--- src/rtl/mips_pkg.sv ---
// Shared MIPS core definitions: next-PC select encodings, reset/bubble
// constants and a helper that word-aligns a target address.
package mips_pkg;

    localparam int INSTR_W = 32;

    typedef enum logic [1:0] {
        PCSRC_SEQ = 2'b00,
        PCSRC_BR  = 2'b01,
        PCSRC_J   = 2'b10,
        PCSRC_JR  = 2'b11
    } pcsrc_e;

    localparam logic [INSTR_W-1:0] NOP_INSTR_DEFAULT = 32'h0000_0000;
    localparam logic [31:0]        RESET_PC_DEFAULT  = 32'h0000_0000;

    // Instruction fetches are word aligned, so the low two target bits are dropped.
    function automatic logic [31:0] word_align(input logic [31:0] addr);
        return {addr[31:2], 2'b00};
    endfunction

endpackage

--- src/rtl/pc_fetch_stage_if.sv ---
// Fetch-stage bundle: hazard/redirect controls, instruction-memory port and
// the IF/ID register outputs handed to decode.
interface pc_fetch_stage_if;
    import mips_pkg::*;

    logic               stall;
    logic               flush;
    logic [1:0]         pc_src;
    logic [31:0]        branch_target;
    logic [25:0]        jump_index;
    logic [31:0]        jr_target;
    logic [INSTR_W-1:0] imem_rdata;
    logic [31:0]        imem_addr;
    logic [31:0]        pc;
    logic [INSTR_W-1:0] ifid_instr;
    logic [31:0]        ifid_pc_plus4;
    logic               ifid_valid;

    modport master (
        output stall, flush, pc_src, branch_target, jump_index, jr_target, imem_rdata,
        input  imem_addr, pc, ifid_instr, ifid_pc_plus4, ifid_valid
    );

    modport slave (
        input  stall, flush, pc_src, branch_target, jump_index, jr_target, imem_rdata,
        output imem_addr, pc, ifid_instr, ifid_pc_plus4, ifid_valid
    );

endinterface

--- src/rtl/pc_fetch_stage_adder.sv ---
// Plain 32-bit adder (y = a + b, carry discarded), used for PC+4.
module pc_fetch_stage_adder (
    input  logic [31:0] a,
    input  logic [31:0] b,
    output logic [31:0] y
);
    assign y = a + b;
endmodule

--- src/rtl/pc_fetch_stage.sv ---
// Instruction fetch: PC register, next-PC select and the IF/ID pipeline register.
module pc_fetch_stage
    import mips_pkg::*;
#(
    parameter logic [31:0]        RESET_PC  = RESET_PC_DEFAULT,
    parameter logic [INSTR_W-1:0] NOP_INSTR = NOP_INSTR_DEFAULT
) (
    input  logic              clk,
    input  logic              reset,
    pc_fetch_stage_if.slave   bus
);

    logic [31:0]        pc_reg, pc_next;
    logic [31:0]        pc_plus4;
    logic [INSTR_W-1:0] ifid_instr_reg, ifid_instr_next;
    logic [31:0]        ifid_pc_plus4_reg, ifid_pc_plus4_next;
    logic               ifid_valid_reg, ifid_valid_next;
    pcsrc_e             pc_sel;

    assign pc_sel = pcsrc_e'(bus.pc_src);

    pc_fetch_stage_adder u_pc_adder (
        .a (pc_reg),
        .b (32'd4),
        .y (pc_plus4)
    );

    always_comb begin
        pc_next            = pc_reg;
        ifid_instr_next    = ifid_instr_reg;
        ifid_pc_plus4_next = ifid_pc_plus4_reg;
        ifid_valid_next    = ifid_valid_reg;
        // A stalled cycle ignores redirect and flush; ID re-presents them later.
        if (!bus.stall) begin
            unique case (pc_sel)
                PCSRC_SEQ: pc_next = pc_plus4;
                PCSRC_BR:  pc_next = word_align(bus.branch_target);
                PCSRC_J:   pc_next = {ifid_pc_plus4_reg[31:28], bus.jump_index, 2'b00};
                PCSRC_JR:  pc_next = word_align(bus.jr_target);
                default:   pc_next = pc_plus4;
            endcase
            if (bus.flush) begin
                ifid_instr_next    = NOP_INSTR;
                ifid_pc_plus4_next = 32'd0;
                ifid_valid_next    = 1'b0;
            end else begin
                ifid_instr_next    = bus.imem_rdata;
                ifid_pc_plus4_next = pc_plus4;
                ifid_valid_next    = 1'b1;
            end
        end
    end

    always_ff @(posedge clk) begin
        if (reset) begin
            pc_reg            <= word_align(RESET_PC);
            ifid_instr_reg    <= NOP_INSTR;
            ifid_pc_plus4_reg <= 32'd0;
            ifid_valid_reg    <= 1'b0;
        end else begin
            pc_reg            <= pc_next;
            ifid_instr_reg    <= ifid_instr_next;
            ifid_pc_plus4_reg <= ifid_pc_plus4_next;
            ifid_valid_reg    <= ifid_valid_next;
        end
    end

    assign bus.pc            = pc_reg;
    assign bus.imem_addr     = pc_reg;
    assign bus.ifid_instr    = ifid_instr_reg;
    assign bus.ifid_pc_plus4 = ifid_pc_plus4_reg;
    assign bus.ifid_valid    = ifid_valid_reg;

endmodule

--- src/flat_wrapper.sv ---
// flat-port wrapper written by rule: the top's interface ports become plain ports
module pc_fetch_stage_flat import mips_pkg::*;
#(
    parameter logic [31:0]        RESET_PC  = RESET_PC_DEFAULT,
    parameter logic [INSTR_W-1:0] NOP_INSTR = NOP_INSTR_DEFAULT
)
  (clk, reset, bus_stall, bus_flush, bus_pc_src, bus_branch_target, bus_jump_index, bus_jr_target, bus_imem_rdata, bus_imem_addr, bus_pc, bus_ifid_instr, bus_ifid_pc_plus4, bus_ifid_valid);
  pc_fetch_stage_if bus_i ();
  input  logic clk;
  input  logic reset;
  input wire logic [$bits(bus_i.stall)-1:0] bus_stall;
  input wire logic [$bits(bus_i.flush)-1:0] bus_flush;
  input wire logic [$bits(bus_i.pc_src)-1:0] bus_pc_src;
  input wire logic [$bits(bus_i.branch_target)-1:0] bus_branch_target;
  input wire logic [$bits(bus_i.jump_index)-1:0] bus_jump_index;
  input wire logic [$bits(bus_i.jr_target)-1:0] bus_jr_target;
  input wire logic [$bits(bus_i.imem_rdata)-1:0] bus_imem_rdata;
  output wire logic [$bits(bus_i.imem_addr)-1:0] bus_imem_addr;
  output wire logic [$bits(bus_i.pc)-1:0] bus_pc;
  output wire logic [$bits(bus_i.ifid_instr)-1:0] bus_ifid_instr;
  output wire logic [$bits(bus_i.ifid_pc_plus4)-1:0] bus_ifid_pc_plus4;
  output wire logic [$bits(bus_i.ifid_valid)-1:0] bus_ifid_valid;
  assign bus_i.stall = bus_stall;
  assign bus_i.flush = bus_flush;
  assign bus_i.pc_src = bus_pc_src;
  assign bus_i.branch_target = bus_branch_target;
  assign bus_i.jump_index = bus_jump_index;
  assign bus_i.jr_target = bus_jr_target;
  assign bus_i.imem_rdata = bus_imem_rdata;
  assign bus_imem_addr = bus_i.imem_addr;
  assign bus_pc = bus_i.pc;
  assign bus_ifid_instr = bus_i.ifid_instr;
  assign bus_ifid_pc_plus4 = bus_i.ifid_pc_plus4;
  assign bus_ifid_valid = bus_i.ifid_valid;
  pc_fetch_stage #(.RESET_PC(RESET_PC), .NOP_INSTR(NOP_INSTR)) u_core (.clk(clk), .reset(reset), .bus(bus_i));
endmodule
--- config.mk ---
export PLATFORM = sky130hd
export DESIGN_NAME = pc_fetch_stage_flat
export DESIGN_NICKNAME = d
export VERILOG_FILES = /design/src/rtl/mips_pkg.sv /design/src/rtl/pc_fetch_stage_if.sv /design/src/rtl/pc_fetch_stage_adder.sv /design/src/rtl/pc_fetch_stage.sv /design/src/flat_wrapper.sv
export SDC_FILE = /design/constraint.sdc
export NUM_CORES = 1
export LEC_CHECK = 0
export BUFFER_PORTS_ARGS = -buffer_cell sky130_fd_sc_hd__buf_2
export CORE_MARGIN = 4
export CORE_UTILIZATION = 51
export CTS_BUF_LIST = sky130_fd_sc_hd__clkbuf_8
export CTS_CLUSTER_DIAMETER = 100
export DETAILED_ROUTE_END_ITERATION = 6
export GPL_TIMING_DRIVEN = 0
export HOLD_SLACK_MARGIN = 0.06
export MAX_ROUTING_LAYER = met4
export PLACE_DENSITY_LB_ADDON = 0.08
export SYNTH_ARGS = -nofsm -noshare
export SYNTH_HDL_FRONTEND = slang
export SYNTH_SLANG_ARGS = --single-unit
export TNS_END_PERCENT = 100
--- constraint.sdc ---
create_clock -name clk -period 3 [get_ports clk]
set_input_delay 0.45 -clock clk [delete_from_list [all_inputs] [get_ports clk]]
set_output_delay 0.45 -clock clk [all_outputs]
set_load 0.02 [all_outputs]
==> results of run 1 <==
metrics by stage:
step / setup WS (ns) / hold WS, ns / power [mW] / std cells / utilization [%]
detailed placement: 0.342 / 0.437 / 2.08 / 947 / 68.0
global route: 0.0957 / 0.273 / 2.99 / 963 / 69.9
floorplan: 0.864 / 0.521 / 1.81 / 571 / -
global placement: 0.357 / 0.429 / 2.07 / 947 / 68.0
CTS: 0.354 / 0.282 / 2.87 / 963 / 69.9
finish: 0.211 / 0.285 / 2.88 / 963 / 69.9
layout make-up:
cell class	count	area share, %
clock buffers	9	1.90
clock inverters	7	0.901
multi-input cells	390	39.8
well taps	129	2.47
repair buffers	247	18.9
inverters	11	0.633
flip-flops and latches	94	28.8
plain buffers	76	6.52
layer usage:
metal | wire [um] | up-vias | part of all wire (%)
met4 | 425 | 0 | 2.4
met1 | 7060 | 2551 | 39
li1 | - | 2553 | -
met2 | 8820 | 338 | 49
met5 | 0 | - | 0
met3 | 1770 | 46 | 9.8
layout by cell type, fill, tap and decap left out, types with 3 or more instances in the layout:
cell and n:
a211oi_1 6, a21o_1 3, a21oi_1 28, a221o_1 7, a221oi_1 11, a22o_1 36
a2bb2oi_1 5, a31o_2 3, buf_1 5, buf_2 253, buf_4 35, clkbuf_1 29
clkbuf_8 9, conb_1 4, dfxtp_1 94, inv_1 12, mux2_2 19, mux2i_1 14
nand2_1 60, nand2b_1 3, nand3_1 17, nand4_1 10, nor2_1 29, nor3_1 4
nor4_1 3, o211ai_1 4, o21a_1 5, o21ai_0 49, o22ai_1 6, or2_2 3
or3_1 3, xnor2_1 11, xor2_1 17
how the worst max path moves through the flow:
stage	startpoint	endpoint	slack [ns]	cells past startpoint
after floorplan	u_core.bus.imem_addr[2]$_SDFFE_PP0N_	u_core.bus.imem_addr[18]$_SDFFE_PP0N_	0.86	6
after detailed placement	u_core.bus.imem_addr[2]$_SDFFE_PP0N_	u_core.bus.imem_addr[18]$_SDFFE_PP0N_	0.34	6
after global routing	u_core.bus.imem_addr[2]$_SDFFE_PP0N_	u_core.bus.imem_addr[18]$_SDFFE_PP0N_	0.1	6
final	u_core.bus.imem_addr[2]$_SDFFE_PP0N_	u_core.bus.imem_addr[18]$_SDFFE_PP0N_	0.21	6
after CTS	u_core.bus.imem_addr[2]$_SDFFE_PP0N_	u_core.bus.imem_addr[18]$_SDFFE_PP0N_	0.35	6
after global placement	bus_stall	u_core.bus.ifid_pc_plus4[22]$_SDFFE_PP0N_	0.36	7
kinds of logic after synthesis:
logic type                 after synthesis  synth area share (%)
AOI/OAI and AO/OA                      176                  24.6
and+or+nand+nor                        146                  14.4
DFF                                     94                  38.2
buffers and inverters                   87                  9.46
muxes                                   35                  8.09
xor gates and xnor gates                28                  4.97
adders and majority gates                1                 0.254
other                                    1                0.0760
synth_stat cells (14+ instances only):
| cell | n |
|---|---|
| nand2_1 | 60 |
| xor2_1 | 17 |
| nor2_1 | 29 |
| mux2_2 | 19 |
| a21oi_1 | 28 |
| clkbuf_1 | 29 |
| o21ai_0 | 49 |
| dfxtp_1 | 94 |
| buf_4 | 35 |
| nand3_1 | 17 |
| mux2i_1 | 14 |
| a22o_1 | 36 |
where the power goes:
| group | switching [mW] | internal, mW |
|---|---|---|
| clock network | 0.500 | 0.315 |
| logic | 0.384 | 0.289 |
| registers | 0.0821 | 1.31 |
worst reg2reg max path, delay by kind of cell, from the launching register on:
kind	cells	cell delay, ns
flip-flops	1	0.52
AND/OR/NAND/NOR	3	1.40
adder cells (fa/ha/maj)	1	0.34
AO/OA/AOI/OAI	2	0.44
==> summary.md, run 1 <==
Yosys
* 0 — number of enable flip-flop cells after synthesis
* 8.68 um^2 — synthesized area divided by synthesized cell count
* 94 — flops & latches, synth
* 38.2% — sequential element share of the synthesized area
* 0% — share of synthesized flip-flops with an asynchronous set or reset
* 4930 um^2 — Cell Area, Synth
* 53 — number of distinct library cell variants in the gate-level netlist after synthesis
* dfxtp_1 (38%), a22o_1 (6.4%), buf_4 (5.3%) — cell types occupying the most area after synthesis
* dfxtp_1 — largest area contributor in the synthesized netlist
* 568 — instance count of the mapped netlist
* 0 — number of warnings reported in the yosys synthesis log
* dfxtp_1 — most used flip-flop cell after synthesis
* 38.2% — fraction of post-synthesis cell area in the top cell type by area

STA
* 0.359 GHz — Fmax
* 39.4% — headroom to the max-slew limit
* 0 ns — final sum of negative setup slack
* 0 — count of endpoints failing hold in the final timing report
* 0 — final number of max-transition violations
* 0 — # setup viols final
* 2.79 ns — minimum clock period after layout
* 0.902 ns — actual slew at the worst max-slew pin
* 93.0% — post-route clock period utilization
* 0.00885 ns — setup clock skew after layout
* false — unrepaired setup endpoints after global routing

Layout
* 32 — max reg flops
* 863 — FILL cells
* 6520 um^2 — design area
* 0 — antenna cells
* 2590 um^2 — Multi-input gate area
* 40.3% — fraction of final layout cells sized beyond drive strength 1
* 32.3% — area growth from synthesis to layout
* 958 — number of nets in the layout
* 1880 um^2 — Seq. cell area

Routing
* 18.8 um — average wire per standard cell
* 6 — DR pass1 iterations
* 5488 — via count
* 18100 um — post-detailed-routing wire length
* 0 — DR DRC count
* 400 — detailed router's first-iteration violation count
* 0 — number of routed nets with antenna violations
* 5.70 — per-cell via count in the routed design

Job
* 0 — reported max-cap violation count

Clocking
* 0 — number of setup buffers added after CTS
* 2 — CTS max path bufs
* built — TritonCTS clock tree
* 0 — PostCTS Resize Cnt
* 3 — number of H-tree branching levels
* 0.10 ns — clock slew at reported path FFs
* 9 — number of CTS-inserted buffers
* 94 — number of sinks on the clock net
* 0.37 ns — insertion delay of the later-clocked pin in the worst-skew pair
* clkbuf_8 — clock root buffer
* 0 — hold bufs inserted after CTS

Critical path
* flop — kind of end point of the critical path
* 3.06 ns — Worst EP arrival
* flop — category of the worst setup path launch point
* u_core.bus.imem_addr[2]$_SDFFE_PP0N_ — launch instance of the worst register-to-register path
* simple AND/OR/NAND/NOR gates — family of cells with the greatest summed delay on the critical path
* 3.27 ns — CP Data Required Time
* nor4_2 — slowest library cell on the worst path
* 6 — depth of the worst register-to-register path
* ha_1 > nand4_1 > nor4_2 > nand2_1 > a21o_1 > a22o_1 — cells along the critical path
* 8 — top fanout value on the critical path
* 0.21 ns — minimum setup slack among reg-to-reg paths
* u_core.bus.imem_addr[18]$_SDFFE_PP0N_ — Crit Reg-Reg Endpoint
* flop to flop — Critical Setup Path Class
* 0 — combined buffer and inverter count along the critical path
* 0.75 ns — delay contributed by the slowest stage of the critical path

Global route
* 5389 — via count of the first global-routing pass
* 27800 um — first-pass GRT wire length
* 0 — GRT Residual Overflow
* 0 — initial antenna violation count
* 31.9% — total routing usage reported by global routing
* 39.4% — met1 routing resource usage after global routing
* 52.4% — routing usage on met2
* 6.44% — GR Layer Usage met3
* met2 — busiest metal layer after global routing
* 18 — pin count of the biggest net entering global routing

Floorplanning
* 9330 um^2 — Std-Cell Core Area
* 106 um — overall die height
* 257 — I/O pin total
* 52.9% — Initial Utilization
* 106 um — Die Span X
* 11300 um^2 — Die Area
* 35 — Site Rows

Power
* 0.000233 V — peak ir drop on the vdd network
* 3.11 nW — leakage power summed over all cells
* 441 nW/um^2 — power per unit of standard cell area

Worst hold path
* input port to flop — class of the tightest hold or removal check
* u_core.bus.ifid_instr[3]$_SDFFE_PP0N_ — Worst Hold End
* bus_imem_rdata[3] — start point of the worst hold path
* 2 — Min-Delay Path Depth

Placed design
* 247 — quantity of I/O buffers inserted on ports
* 6340 um^2 — placed instance area
* 0.911 — Placer Congestion
* 13800 um — DP Wirelength

Outcome
* finished clean — status

Power figures use the tool's default switching activity.
==> run 2: changes to the inputs <==
- ABC_AREA: not set -> 1
- CORE_UTILIZATION: 51 -> 50
- MAX_ROUTING_LAYER: met4 -> not set
==> run 2 against run 1 <==
Sequential share of layout area increased by 0.54 points. Core utilization shrank 1.3 points. Sequential power about the same. Clock power shrank 7.2%. First-iteration DRC count is 34% higher. Via count grew 1.7%. Final cell count is 11% higher.
==> summary.md, run 2 <==
Outcome
* finished clean — status

STA
* 0 ns — final sum of negative setup slack, unchanged
* 0 — final number of max-transition violations, unchanged
* false — unrepaired setup endpoints after global routing
* 0 — # setup viols final, unchanged
* 0.715 ns — actual slew at the worst max-slew pin, -0.187 ns
* 1.82 ns — minimum clock period after layout, -0.970 ns
* 0.0140 ns — setup clock skew after layout, +0.00512 ns
* 0.550 GHz — Fmax, +53%
* 0.296 ns — final hold slack, +0.0108 ns
* 60.6% — post-route clock period utilization, -32 points
* 52.2% — headroom to the max-slew limit, +13 points
* 0 — count of endpoints failing hold in the final timing report, unchanged

Yosys
* 94 — flops & latches, synth, unchanged
* 674 — instance count of the mapped netlist, +19%
* 17.7% — Synth Area in Compound Gates, -6.9 points
* 29.3% — area share of and/or/nand/nor cells after synthesis, +15 points
* simple AND/OR/NAND/NOR gates — largest family of logic cells by synthesized area
* 39.0% — fraction of post-synthesis cell area in the top cell type by area, +0.83 points
* 0 — number of enable flip-flop cells after synthesis, unchanged
* nand2_1 (248), dfxtp_1 (94), o21ai_0 (39) — top cells by instance count after synthesis
* 0% — share of synthesized flip-flops with an asynchronous set or reset, unchanged
* 32 — number of distinct library cell variants in the gate-level netlist after synthesis, -40%
* 0 — number of warnings reported in the yosys synthesis log, unchanged
* dfxtp_1 (39%), nand2_1 (19%), a22o_1 (6.7%) — cell types occupying the most area after synthesis
* dfxtp_1 — largest area contributor in the synthesized netlist
* 3.03% — Synth Area in XOR/XNOR, -1.9 points
* 7.16 um^2 — synthesized area divided by synthesized cell count, -18%
* dfxtp_1 — most used flip-flop cell after synthesis
* nand2_1 — dominant cell by count in the synthesized netlist
* 4830 um^2 — Cell Area, Synth, -2.1%
* 0% — multiplexer share of the synthesized area, -8.1 points
* 39.0% — sequential element share of the synthesized area, +0.83 points
* 0.259% — area share of fa/ha/maj cells after synthesis, +0.0055 points

Global route
* 31.0% — total routing usage reported by global routing, -0.87 points
* 16 — pin count of the biggest net entering global routing, -2
* 27600 um — first-pass GRT wire length, -0.57%
* 0 — GRT Residual Overflow, unchanged
* 5449 — via count of the first global-routing pass, +1.1%
* 0 — initial antenna violation count, unchanged

Clocking
* 0 — PostCTS Resize Cnt, unchanged
* 3 — number of H-tree branching levels, unchanged
* 9 — number of CTS-inserted buffers, unchanged
* 0.10 ns — clock slew at reported path FFs, about the same
* 0.37 ns — insertion delay of the later-clocked pin in the worst-skew pair, about the same
* 94 — number of sinks on the clock net, unchanged
* 0 — hold bufs inserted after CTS, unchanged
* clkbuf_8 — clock root buffer
* built — TritonCTS clock tree
* 0 — number of setup buffers added after CTS, unchanged
* 2 — CTS max path bufs, unchanged

Routing
* 16.6 um — average wire per standard cell, -12%
* 0 — number of routed nets with antenna violations, unchanged
* 17700 um — post-detailed-routing wire length, -2.0%
* 5.22 — per-cell via count in the routed design, -8.4%
* 0 — DR DRC count, unchanged
* 5581 — via count, +1.7%
* 5 — DR pass1 iterations, -1
* 537 — detailed router's first-iteration violation count, +34%

Placed design
* 14400 um — DP Wirelength, +4.7%
* 248 — quantity of I/O buffers inserted on ports, +0.40%
* 0.860 — Placer Congestion, -5.7%

Power
* 3.31 nW — leakage power summed over all cells, +6.5%
* 428 nW/um^2 — power per unit of standard cell area, -3.0%
* 0.000266 V — peak ir drop on the vdd network, +14%

Critical path
* 6 — top fanout value on the critical path, -2
* 3.31 ns — CP Data Required Time, +0.04 ns
* u_core.bus.imem_addr[14]$_SDFFE_PP0N_ — Crit Reg-Reg Endpoint
* 1.18 ns — minimum setup slack among reg-to-reg paths, +0.97 ns
* flop — kind of end point of the critical path
* 2.13 ns — Worst EP arrival, -0.93 ns
* 6 — depth of the worst register-to-register path, unchanged
* flop to flop — Critical Setup Path Class
* u_core.bus.imem_addr[3]$_SDFFE_PP0N_ — launch instance of the worst register-to-register path
* flop — category of the worst setup path launch point

Layout
* 36.0% — fraction of final layout cells sized beyond drive strength 1, -4.3 points
* 32.7% — area growth from synthesis to layout
* 1065 — number of nets in the layout, +11%
* buf_2 — most common cell after layout, fill and taps aside
* buf_2 (261), nand2_1 (248), dfxtp_1 (94) — commonest non-fill, non-tap cells in the layout
* 0 — antenna cells, unchanged
* 32 — max reg flops, unchanged

Worst hold path
* bus_imem_rdata[18] — start point of the worst hold path
* u_core.bus.ifid_instr[18]$_SDFFE_PP0N_ — Worst Hold End
* 2 — Min-Delay Path Depth, unchanged
* input port to flop — class of the tightest hold or removal check

Job
* 0 — reported max-cap violation count, unchanged

Floorplanning
* 9330 um^2 — Std-Cell Core Area, unchanged
* 11300 um^2 — Die Area, -0.16%
* 106 um — Die Span X, about the same
* 35 — Site Rows, unchanged
* 257 — I/O pin total, unchanged
* 51.8% — Initial Utilization, -1.1 points
* 106 um — overall die height, about the same

[run 2: cell count changes in the layout (fill, tap and decap cells not counted), sizes merged, moves of 11 or more]
cell,previous run,this run
nand2,60,256
nor2,29,50
mux2,19,0
inv,15,33
clkbuf,39,24
mux2i,14,0
a211oi,6,17
xor2,17,6
[run 2: report_power, final]
part | internal (mW) | total, mW | switching (mW)
Combinational | 0.238 | 0.600 | 0.361
Clock | 0.297 | 0.756 | 0.459
Sequential | 1.31 | 1.39 | 0.0801
Total | 1.84 | 2.74 | 0.900
[run 2: worst max-delay path by stage]
stage / from / endpoint / slack [ns]
after global routing: u_core.bus.imem_addr[3]$_SDFFE_PP0N_ / u_core.bus.imem_addr[12]$_SDFFE_PP0N_ / 1.0
after global placement: bus_stall / u_core.bus.ifid_pc_plus4[23]$_SDFFE_PP0N_ / 1.06
after detailed placement: bus_pc_src[1] / u_core.bus.imem_addr[5]$_SDFFE_PP0N_ / 1.03
after CTS: u_core.bus.imem_addr[3]$_SDFFE_PP0N_ / u_core.bus.imem_addr[14]$_SDFFE_PP0N_ / 1.23
after floorplan: u_core.bus.imem_addr[3]$_SDFFE_PP0N_ / u_core.bus.imem_addr[24]$_SDFFE_PP0N_ / 1.38
final: u_core.bus.imem_addr[3]$_SDFFE_PP0N_ / u_core.bus.imem_addr[14]$_SDFFE_PP0N_ / 1.18
[run 2: layout make-up]
| cell class | instances | area, um^2 |
|---|---|---|
| fillers | 844 | 2920 |
| inverters | 32 | 120 |
| repair buffers | 248 | 1240 |
| multi-input cells | 487 | 2440 |
| clock inverters | 6 | 38.8 |
| well taps | 129 | 161 |
| flip-flops and latches | 94 | 1880 |
| plain buffers | 64 | 392 |
| clock buffers | 9 | 124 |
[run 2: per-layer routing]
metal  part of all wire, %  vias up  routed length, um  GRT usage (%)
met2                    48      283               8510           55.0
li1                      -     2702                  -              -
met1                    41     2568               7260           38.9
met5                     0        -                  0              0
met3                   9.1       28               1620           5.16
met4                   1.8        0                314           8.05
[run 2: logic make-up (layout without fill, tap and decap cells)]
logic type	Yosys count	in the layout
XOR/XNOR	15	15
other	1	4
flip-flops	94	94
adder cells (fa/ha/maj)	1	1
AO/OA/AOI/OAI	129	129
AND/OR/NAND/NOR	338	338
buffers and inverters	96	359
[run 2: through the flow]
| stage | cell area [um^2] | total power, mW | setup WS, ns | instances | utilization, % |
|---|---|---|---|---|---|
| floorplan | 4840 | 1.74 | 1.38 | 677 | - |
| finish | 6400 | 2.74 | 1.18 | 1069 | 68.7 |
| global route | 6400 | 2.85 | 0.996 | 1069 | 68.7 |
| CTS | 6400 | 2.73 | 1.23 | 1069 | 68.7 |
| global placement | 6240 | 1.99 | 1.06 | 1054 | 66.9 |
| detailed placement | 6240 | 2.01 | 1.03 | 1054 | 66.9 |
[run 2: critical path, stage by stage (launching register included)]
cell	delay [ns]
dfxtp_1	0.48
ha_1	0.31
nand3_2	0.16
nor2_2	0.24
xor2_1	0.36
nand2_1	0.09
a21oi_1	0.13
==> run 3: changes to the inputs <==
- CORE_UTILIZATION: 50 -> 47
- clock period: 3 -> 1.8 ns (I/O delays scaled with it)
==> run 3 against run 2 <==
Via count fell by 2.2%. Maximum frequency rose by 7.6%. Combinational power rose by 65%.
==> summary.md, run 3 (same netlist as run 2, synthesis figures left out) <==
Outcome
* finished clean — status

STA
* 0 — count of endpoints failing hold in the final timing report, unchanged
* 0 — final number of max-transition violations, unchanged
* 0.772 ns — actual slew at the worst max-slew pin, +0.0568 ns
* 0 — # setup viols final, unchanged
* 0.591 GHz — Fmax, +7.6%
* 0.0145 ns — setup clock skew after layout, +0.000559 ns
* false — unrepaired setup endpoints after global routing
* 1.69 ns — minimum clock period after layout, -0.128 ns
* 93.9% — post-route clock period utilization, +33 points
* 48.4% — headroom to the max-slew limit, -3.8 points

Layout
* buf_2 (261), nand2_1 (248), dfxtp_1 (91) — commonest non-fill, non-tap cells in the layout
* 2450 um^2 — Multi-input gate area, +0.41%
* 940 — FILL cells, +11%
* 32 — max reg flops, unchanged
* buf_2 — most common cell after layout, fill and taps aside
* 1065 — number of nets in the layout, unchanged
* 1890 um^2 — Seq. cell area, +0.20%
* 33.5% — area growth from synthesis to layout
* 0 — antenna cells, unchanged
* 1074 — post-layout instance count excluding filler cells, +0.47%
* 65.0% — core occupancy in the finished layout, -3.6 points
* 36.6% — fraction of final layout cells sized beyond drive strength 1, +0.60 points

Routing
* 0 — number of routed nets with antenna violations, unchanged
* 0 — DR DRC count, unchanged
* 5.08 — per-cell via count in the routed design, -2.6%
* 5460 — via count, -2.2%
* 15.9 um — average wire per standard cell, -3.8%
* 379 — detailed router's first-iteration violation count, -29%
* 5 — DR pass1 iterations, unchanged
* 17100 um — post-detailed-routing wire length, -3.3%

Critical path
* 0.11 ns — minimum setup slack among reg-to-reg paths, -1.07 ns
* 2.00 ns — Worst EP arrival, -0.13 ns
* u_core.bus.imem_addr[6]$_SDFFE_PP0N_ — launch instance of the worst register-to-register path
* flop to flop — Critical Setup Path Class
* u_core.bus.imem_addr[6]$_SDFFE_PP0N_ — crit path from
* 0.47 ns — delay contributed by the slowest stage of the critical path, about the same
* dfxtp_1 — slowest library cell on the worst path
* 7 — depth of the worst register-to-register path, +1
* nand2_1 > nor2_2 > nand2_1 > nor2_2 > xor2_1 > nand2_1 > a21oi_1 — cells along the critical path
* u_core.bus.imem_addr[14]$_SDFFE_PP0N_ — Crit Reg-Reg Endpoint
* 2.11 ns — CP Data Required Time, -1.20 ns
* nand2_1 — cell with the most instances on the worst path
* flop — kind of end point of the critical path
* flop — category of the worst setup path launch point
* 6 — top fanout value on the critical path, unchanged

Worst hold path
* input port to flop — class of the tightest hold or removal check
* u_core.bus.ifid_pc_plus4[1]$_SDFFE_PP0N_ — Worst Hold End
* reset — start point of the worst hold path
* 2 — Min-Delay Path Depth, unchanged

Placed design
* 14000 um — DP Wirelength, -2.8%
* 0.892 — Placer Congestion, +3.8%
* 248 — quantity of I/O buffers inserted on ports, unchanged
* 1058 — Placed Instances, +0.38%

Floorplanning
* 48.7% — Initial Utilization, -3.0 points
* 12000 um^2 — Die Area, +5.9%
* 36 — Site Rows, +2.9%
* 9910 um^2 — Std-Cell Core Area, +6.2%
* 109 um — Die Span X, +2.9%
* 109 um — overall die height, +2.9%
* 257 — I/O pin total, unchanged

Global route
* 0 — GRT Residual Overflow, unchanged
* 28.2% — total routing usage reported by global routing, -2.8 points
* 26100 um — first-pass GRT wire length, -5.5%
* 5192 — via count of the first global-routing pass, -4.7%
* 0 — initial antenna violation count, unchanged
* 17 — pin count of the biggest net entering global routing, +1

Clocking
* 9 — number of CTS-inserted buffers, unchanged
* 3 — number of H-tree branching levels, unchanged
* clkbuf_8 — clock root buffer
* 0.10 ns — clock slew at reported path FFs, about the same
* built — TritonCTS clock tree
* 0.38 ns — insertion delay of the later-clocked pin in the worst-skew pair, about the same
* 94 — number of sinks on the clock net, unchanged
* 2 — CTS max path bufs, unchanged

Power
* 716 nW/um^2 — power per unit of standard cell area, +67%
* 0.000376 V — peak ir drop on the vdd network, +41%
* 3.32 nW — leakage power summed over all cells, +0.42%
* 4.61 mW — Pwr Total, +68%

Job
* 0 — reported max-cap violation count, unchanged

## run 3: cell count changes in the layout (fill, tap and decap cells not counted), sizes merged
| cell | previous run | this run |
|---|---|---|
| clkbuf | 24 | 25 |
| clkinv | 4 | 5 |
| inv | 33 | 32 |
## run 3: layout make-up
cell class              count  share of cell area, %
plain buffers              64                   6.08
clock buffers              10                   2.14
clock inverters             6                  0.718
inverters                  32                   1.86
multi-input cells         487                   38.1
flip-flops and latches     94                   29.3
well taps                 133                   2.58
repair buffers            248                   19.3
## run 3: worst max-delay path by stage
| stage | end |
|---|---|
| 2_1_floorplan | u_core.bus.imem_addr[24]$_SDFFE_PP0N_ |
| 3_3_place_gp | u_core.bus.imem_addr[5]$_SDFFE_PP0N_ |
| 3_5_place_dp | u_core.bus.imem_addr[6]$_SDFFE_PP0N_ |
| 4_1_cts | u_core.bus.imem_addr[12]$_SDFFE_PP0N_ |
| 5_1_grt | u_core.bus.imem_addr[20]$_SDFFE_PP0N_ |
| 6_report | u_core.bus.imem_addr[14]$_SDFFE_PP0N_ |
## run 3: repair_timing
| action | CTS | global route |
|---|---|---|
| setup buffers | 0 | 0 |
| hold buffers | 0 | 0 |
| resized for setup | 0 | 5 |
| endpoints found under the setup margin | 0 | 16 |
## run 3: through the flow
stage               setup TNS (ns)  hold WS, ns  setup slack [ns]  cell area, um^2
floorplan                        0        0.342             0.177             4840
global placement           -0.0331        0.435           -0.0241             6250
detailed placement         -0.0875        0.440           -0.0219             6250
CTS                              0       0.0920            0.0152             6430
global route                     0       0.0961           0.00110             6440
finish                           0       0.0881             0.109             6440
## run 3: critical path: cells and delay by family (launching register included)
kind	cells	cell delay [ns]
and+or+nand+nor	5	0.72
xor gates and xnor gates	1	0.31
AOI/OAI and AO/OA	1	0.12
DFF	1	0.47
## run 3: per-layer routing
metal	vias up	track usage, %	wire length [um]
li1	2704	-	-
met1	2463	36.9	7400
met2	265	47.2	7940
met3	28	4.40	1460
met4	0	9.71	319
met5	-	0	0
## run 3: power by group
part / total, mW / leakage (nW) / switching, mW / internal, mW
clock network: 1.32 / 0.0943 / 0.769 / 0.547
logic: 0.989 / 2.46 / 0.590 / 0.399
registers: 2.31 / 0.770 / 0.130 / 2.18
